`config.mk`:
```
export PLATFORM = sky130hd
export DESIGN_NAME = ex_mem_skid_buffer
export DESIGN_NICKNAME = d
export VERILOG_FILES = /design/src/rtl/riscv_pkg.sv /design/src/rtl/ex_mem_entry.sv /design/src/rtl/ex_mem_skid_buffer.sv
export SDC_FILE = /design/constraint.sdc
export NUM_CORES = 1
export LEC_CHECK = 0
export CORE_ASPECT_RATIO = 1.2
export CORE_MARGIN = 2
export CORE_UTILIZATION = 50
export DETAILED_ROUTE_END_ITERATION = 16
export HOLD_SLACK_MARGIN = 0.1
export PLACE_DENSITY = 0.92
export RECOVER_POWER = 100
export SKIP_LAST_GASP = 1
export SYNTH_ARGS = -nofsm -noshare
export SYNTH_HDL_FRONTEND = slang
export SYNTH_SLANG_ARGS = --single-unit
```
`constraint.sdc`:
```
create_clock -name clk -period 2.1 [get_ports clk]
set_input_delay 0.21 -clock clk [delete_from_list [all_inputs] [get_ports clk]]
set_output_delay 0.21 -clock clk [all_outputs]
set_load 0.02 [all_outputs]
```
`src/rtl/riscv_pkg.sv`:
```
// Shared datapath widths, payload layout width and EX/MEM buffer state encoding.
package riscv_pkg;

    localparam int DATA_W     = 32;
    localparam int REG_ADDR_W = 5;
    localparam int CTRL_W     = 4;  // zero, reg_write, mem_read, mem_write

    typedef enum logic [1:0] {
        EMPTY = 2'd0,
        ONE   = 2'd1,
        TWO   = 2'd2
    } skid_state_e;

    function automatic int payload_w(input int data_w, input int reg_addr_w);
        return 2 * data_w + reg_addr_w + CTRL_W;
    endfunction

    localparam int PAYLOAD_W = payload_w(DATA_W, REG_ADDR_W);

endpackage

```
`src/rtl/ex_mem_entry.sv`:
```
// One payload slot of the EX/MEM skid buffer: load-enabled register with async clear.
module ex_mem_entry #(
    parameter int W = riscv_pkg::PAYLOAD_W
) (
    input  logic         clk,
    input  logic         rst_n,
    input  logic         load,
    input  logic [W-1:0] d,
    output logic [W-1:0] q
);

    logic [W-1:0] data_q;

    // NOTE: payload is cleared on reset so out_* and the skid slot start at a known zero.
    always_ff @(posedge clk or negedge rst_n) begin
        if (!rst_n) begin
            data_q <= '0;
        end else if (load) begin
            data_q <= d;
        end
    end

    assign q = data_q;

endmodule

```
`src/rtl/ex_mem_skid_buffer.sv`:
```
// Two-entry EX/MEM pipeline skid buffer: registered ready/valid, FIFO order, flush.
module ex_mem_skid_buffer #(
    parameter int DATA_W     = riscv_pkg::DATA_W,
    parameter int REG_ADDR_W = riscv_pkg::REG_ADDR_W
) (
    input  logic                  clk,
    input  logic                  rst_n,
    input  logic                  flush,
    input  logic                  in_valid,
    output logic                  in_ready,
    input  logic [DATA_W-1:0]     in_result,
    input  logic                  in_zero,
    input  logic [DATA_W-1:0]     in_store_data,
    input  logic [REG_ADDR_W-1:0] in_rd,
    input  logic                  in_reg_write,
    input  logic                  in_mem_read,
    input  logic                  in_mem_write,
    output logic                  out_valid,
    input  logic                  out_ready,
    output logic [DATA_W-1:0]     out_result,
    output logic                  out_zero,
    output logic [DATA_W-1:0]     out_store_data,
    output logic [REG_ADDR_W-1:0] out_rd,
    output logic                  out_reg_write,
    output logic                  out_mem_read,
    output logic                  out_mem_write
);

    import riscv_pkg::*;

    localparam int PW = payload_w(DATA_W, REG_ADDR_W);

    skid_state_e state_q, state_d;
    logic        in_ready_q, in_ready_d;
    logic        out_valid_q, out_valid_d;
    logic        in_fire, out_fire;
    logic        head_load, skid_load, head_from_skid;
    logic [PW-1:0] in_payload, head_d, head_q, skid_q;

    assign in_fire  = in_valid && in_ready_q;
    assign out_fire = out_valid_q && out_ready;

    // Writes to x0 are architecturally void, so drop reg_write at capture.
    assign in_payload = {in_result, in_zero, in_store_data, in_rd,
                         in_reg_write && (in_rd != '0), in_mem_read, in_mem_write};

    // NOTE: every combinational output gets a default first so no latch is inferred.
    always_comb begin
        state_d        = state_q;
        head_load      = 1'b0;
        skid_load      = 1'b0;
        head_from_skid = 1'b0;
        case (state_q)
            EMPTY: begin
                if (in_fire) begin
                    state_d   = ONE;
                    head_load = 1'b1;
                end
            end
            ONE: begin
                case ({in_fire, out_fire})
                    2'b10: begin
                        state_d   = TWO;
                        skid_load = 1'b1;
                    end
                    2'b01:   state_d   = EMPTY;
                    2'b11:   head_load = 1'b1;
                    default: ;
                endcase
            end
            TWO: begin
                if (out_fire) begin
                    state_d        = ONE;
                    head_load      = 1'b1;
                    head_from_skid = 1'b1;
                end
            end
            default: state_d = EMPTY;
        endcase
        if (flush) begin
            state_d = EMPTY;
        end
        in_ready_d  = (state_d != TWO);
        out_valid_d = (state_d != EMPTY);
    end

    assign head_d = head_from_skid ? skid_q : in_payload;

    always_ff @(posedge clk or negedge rst_n) begin
        if (!rst_n) begin
            state_q     <= EMPTY;
            in_ready_q  <= 1'b0;
            out_valid_q <= 1'b0;
        end else begin
            state_q     <= state_d;
            in_ready_q  <= in_ready_d;
            out_valid_q <= out_valid_d;
        end
    end

    ex_mem_entry #(.W(PW)) u_head (
        .clk   (clk),
        .rst_n (rst_n),
        .load  (head_load),
        .d     (head_d),
        .q     (head_q)
    );

    ex_mem_entry #(.W(PW)) u_skid (
        .clk   (clk),
        .rst_n (rst_n),
        .load  (skid_load),
        .d     (in_payload),
        .q     (skid_q)
    );

    assign in_ready  = in_ready_q;
    assign out_valid = out_valid_q;
    assign {out_result, out_zero, out_store_data, out_rd,
            out_reg_write, out_mem_read, out_mem_write} = head_q;

endmodule
```
## Word-level counts from Yosys, hierarchy flattened

Cells that the tools add are included.

| word-level totals | value |
|---|---|
| bits in registers | 150 |
| input port bits | 78 |
| output and inout port bits | 75 |
| word-level logic and storage cells | 30 |

| operators by class | value |
|---|---|
| eq/ne operators | 6 |
| muxes and demuxes | 13 |
| reductions and logical operators | 6 |

Operator list:

| kind | number |
|---|---|
| $mux 73 | 1 |
| $eq 2x2->1 const B | 3 |
| $mux 1 | 6 |
| $mux 2 | 3 |
| $pmux 2 s3 | 1 |
| $reduce_bool 5->1 | 1 |
| $eq 2x1->1 const B | 2 |
| $pmux 2 s2 | 1 |
| $logic_and 1x1->1 | 3 |
| $pmux 1 s3 | 1 |
| $logic_not 2->1 | 1 |
| $ne 2x2->1 const B | 1 |
| $reduce_bool 2->1 | 1 |

## Logic depth before layout (Yosys ltp)

| depth | value |
|---|---|
| depth in word-level cells | 6 |
| gate-level depth with buffers | 6 |
| depth with buffers taken out | 3 |

## By module

Synthesis repeated with hierarchy kept, for this count alone.

| unflattened totals | value |
|---|---|
| cells, all modules | 409 |
| area total of the unflattened synthesis | 7418.4 sq um |

By module, submodules not included:

| module | times used | cells an instance | area each (sq um) | sequential area each (sq um) |
|---|---|---|---|---|
| ex_mem_entry | 2 | 154 | 3062.9 | 1826.8 |
| ex_mem_skid_buffer | 1 | 101 | 1292.5 | 100.1 |

## Worst setup path before layout

Ideal clock, no wire load.

| timing path | value |
|---|---|
| path kind | register to register |
| start | register state_q[1] |
| end | register u_head.data_q[35], in the netlist u_head.q[35] |
| setup time | 0.125 ns |
| data arrival time | 1.721 ns |
| data required time | 1.975 ns |
| path slack | 0.254 ns |
| cell stages (with the launch flop) | 6 |
| path buffers | 2 |
| period minus slack after synthesis | 1.846 ns |
| path through | dfrtp_1 > buf_4 > or4bb_1 > o311ai_4 > buf_6 > mux2_2 |

| on the way | value |
|---|---|
| cells in the longest elaborated chain, start to end | 3 |
| elaborated cells between the ends (all ways) | 6 |
| those cells by class | eq/ne (2); mux (3); reduce/logical (1) |

RTL lines:

| what | RTL line | text |
|---|---|---|
| start, declared | ex_mem_skid_buffer.sv:33 | `skid_state_e state_q, state_d;` |
| start signal, assigned | ex_mem_skid_buffer.sv:95 | `state_q <= state_d;` |
| $eq 2x2->1 | ex_mem_skid_buffer.sv:53 | `case (state_q)` |
| $mux 1 | ex_mem_skid_buffer.sv:53 |  |
| $mux 73 | ex_mem_skid_buffer.sv:87 | `assign head_d = head_from_skid ? skid_q : in_payload;` |
| end signal, assigned | ex_mem_entry.sv:17 | `data_q <= '0;` |
| end signal, assigned | ex_mem_entry.sv:19 | `data_q <= d;` |
| end, declared | ex_mem_entry.sv:12 | `logic [W-1:0] data_q;` |

Several ways; a longest one is shown, not always the timed one.
A chain may end at the register's enable or synchronous reset.

## Worst setup path in the final report

| timing path | value |
|---|---|
| start | register out_valid_q, in the netlist out_valid |
| end | register u_skid.data_q[40], in the netlist u_skid.q[40] |

| on the way | value |
|---|---|
| cells in the longest elaborated chain, start to end | 4 |

RTL lines:

| what | RTL line | text |
|---|---|---|
| start, declared | ex_mem_skid_buffer.sv:35 | `logic out_valid_q, out_valid_d;` |
| start signal, assigned | ex_mem_skid_buffer.sv:97 | `out_valid_q <= out_valid_d;` |
| $logic_and 1x1->1 | ex_mem_skid_buffer.sv:41 | `assign out_fire = out_valid_q && out_ready;` |
| $eq 2x2->1 | ex_mem_skid_buffer.sv:61 | `case ({in_fire, out_fire})` |
| $mux 1 | ex_mem_skid_buffer.sv:61 |  |
| $mux 1 | ex_mem_skid_buffer.sv:53 |  |
| end signal, assigned | ex_mem_entry.sv:17 |  |
| end signal, assigned | ex_mem_entry.sv:19 |  |
| end, declared | ex_mem_entry.sv:12 |  |

Every way passes these cells.

==> impl_metrics.toml <==
[worst_hold_path]
hold_depth = 2
hold_start = "in_store_data[23]"
hp-class = "in -> reg"
min_to = "u_skid.q[31]$_DFFE_PN0P_"

[setup_path]
critPathMaxFanout = 37
cp-start-kind = "flip-flop"
worstPathArrival_ps = 2230
worstPathRequired_ps = 2390
rr_worst_depth = 4
regToRegSetupSlack_ps = 170
r2r_start = "out_valid$_DFF_PN0_"
r2r-end = "u_skid.q[40]$_DFFE_PN0P_"
crit_type = "reg -> reg"
cp-end-kind = "flip-flop"

[pwr]
p_leak_nw = 3.68
ir_drop_mv = 0.700
p_per_area_nw_per_um2 = 1230

[clocking]
h-tree-depth = 4
cts_made_buffers = 17
cts_sinks = 150
clkTransAtPathRegs_ps = 60
clk_latency_ps = 410
cts-root-buf = "clkbuf_16"
clock_tree.buffer_depth = 2
cts_tree = "yes"
ctsResizeCount = 0

[placement]
hpwlAfterDp_mm = 10.2
dp_slack_ps = -34.5
port_buffers = 152
placed_cells = 724
place_area_um2 = 8420
gp_congestion = 0.788

[finish]
nFillCells = 946
syn_to_final_growth_pct = 33.5
post-route-cell-area_um2 = 8860
antennaDiodeCount = 0
final_util = 0.675
nets = 654
drive_above_1_share = 0.358
layout.cells.non_filler = 757

[global_route]
grt_max_degree = 57
antenna_found_initial = 0
grt_pass1_wl_mm = 23.4
first_global_vias = 4550
gr-usage-all-layers = 0.217
globalRouteOverflowTotal = 0

[timing]
finalWorstSetupSlack_ps = 166
finalCritPeriodShare = 0.921
finalClockSkew_ps = 7.41
clock.fmax_mhz = 517
worst_pin_slew_ps = 1080
fin_tns_setup_ps = 0
slew_headroom = 0.280
setup_violations = 0
post-route-min-period_ps = 1930
slew_viol_final = 0
rsz0062_at_grt = "false"
hold_viol = 0

[logic_synthesis]
syn_nets = 493
yosysSeqAreaShare = 0.565
async_reset_ff_frac = 1.00
synth-seq-cells = 150
synthFlopType = "dfrtp_1"
synthTopCellsByArea = "dfrtp_1 57%, mux2_2 20%, mux2_4 11%"
netlist_instances = 415
yosys.area.top_type_share = 0.565
synth_warnings = 0
ys_types = 30
synth.most_common_cell = "dfrtp_1"
synth.top_cells.by_count = "150 x dfrtp_1, 118 x mux2_2, 47 x mux2_4"
synth_edf_count = 0
yosys.area.top_type = "dfrtp_1"
syn_area_per_cell_um2 = 16.0
netlist_area_um2 = 6640

[drt]
routed_via_density = 5.35
wire_per_inst_um = 19.1
num_vias = 4053
routed_wl_mm = 14.5
drc_errors = 0
drt_iter0_drc = 165
antenna_left = 0
dr.pass1.iters = 4

[job]
max-cap-violations = 0

[floorplan]
rows = 46
die_h_um = 130
io-pin-count = 153
die_w_um = 109
start_util = 0.506
core_area_um2 = 13100
dieArea_um2 = 14200

[run_status]
outcome = "finished clean"
## through the flow
stage	total power, mW	hold WS (ps)
after global placement	7.99	149
after floorplan	6.68	-85.6
final	10.9	416
after CTS	11.6	280
after detailed placement	8.23	159
after global routing	11.4	418
## critical path, stage by stage, from the launching register on
cell,delay [ps]
dfrtp_1,440
a21boi_0,260
or3b_1,470
buf_6,250
mux2_1,360
## logic make-up (layout without fill, tap and decap cells)
| kind of cell | Yosys count | after routing | synth area share |
|---|---|---|---|
| DFF | 150 | 150 | 0.565 |
| muxes | 171 | 171 | 0.316 |
| xor gates and xnor gates | 1 | 1 | 0.00132 |
| AOI/OAI and AO/OA | 33 | 33 | 0.0535 |
| and+or+nand+nor | 32 | 32 | 0.0319 |
| buffers and inverters | 28 | 202 | 0.0315 |
## final cells by class
| type | count | area (µm²) | share of cell area |
|---|---|---|---|
| flip-flops and latches | 150 | 3750 | 0.424 |
| multi-input cells | 237 | 2490 | 0.282 |
| repair buffers | 169 | 1750 | 0.198 |
| clock buffers | 25 | 505 | 0.0570 |
| well taps | 168 | 210 | 0.0237 |
| clock inverters | 7 | 139 | 0.0157 |
| inverters | 1 | 3.75 | 0.000424 |
## how the worst max path moves through the flow
stage | startpoint | to | slack [ps] | cells after the start
after CTS | state_q[0]$_DFF_PN0_ | u_head.q[15]$_DFFE_PN0P_ | 170 | 4
after floorplan | state_q[1]$_DFF_PN0_ | u_head.q[35]$_DFFE_PN0P_ | 250 | 5
final | out_valid$_DFF_PN0_ | u_skid.q[40]$_DFFE_PN0P_ | 170 | 4
after global placement | in_valid | u_head.q[23]$_DFFE_PN0P_ | 50 | 5
after detailed placement | in_valid | u_head.q[15]$_DFFE_PN0P_ | -30 | 5
after global routing | state_q[0]$_DFF_PN0_ | u_head.q[70]$_DFFE_PN0P_ | 70 | 5
## cell usage in the layout, fill, tap and decap left out, drive strengths merged, types with 2 or more instances in the layout
cell type,instances
a211oi,2
o221a,23
buf,16
nand2,2
or2,23
inv,2
clkdlybuf4s50,76
o311ai,2
bufinv,4
dlygate4sd3,76
clkinv,2
dfrtp,150
clkbuf,26
mux2,170
## per-layer routing
metal,up-vias,global-route usage,routed length (µm)
li1,1839,-,-
met1,2088,0.266,5730
met2,111,0.375,7850
met3,15,0.0539,704
met4,0,0.0722,197
met5,-,0,0
## repair_timing
item / in CTS / in global routing
hold endpoints to repair: 41 / 0
setup buffers: 0 / 0
hold buffers: 1 / 0
## flip-flops by register name, summed over array words and instances (netlist names)
name / flops
in_ready: 1
u_head.q: 73
out_valid: 1
state_q: 2
u_skid.q: 73
## where the power goes
group,leakage [nW],internal (mW),total [mW],switching [mW]
Clock,0.318,2.15,3.27,1.12
Sequential,1.75,4.02,4.64,0.616
Combinational,1.61,1.61,2.95,1.34
Total,3.68,7.79,10.9,3.07
Note: power is estimated with default switching activity, not from simulation.
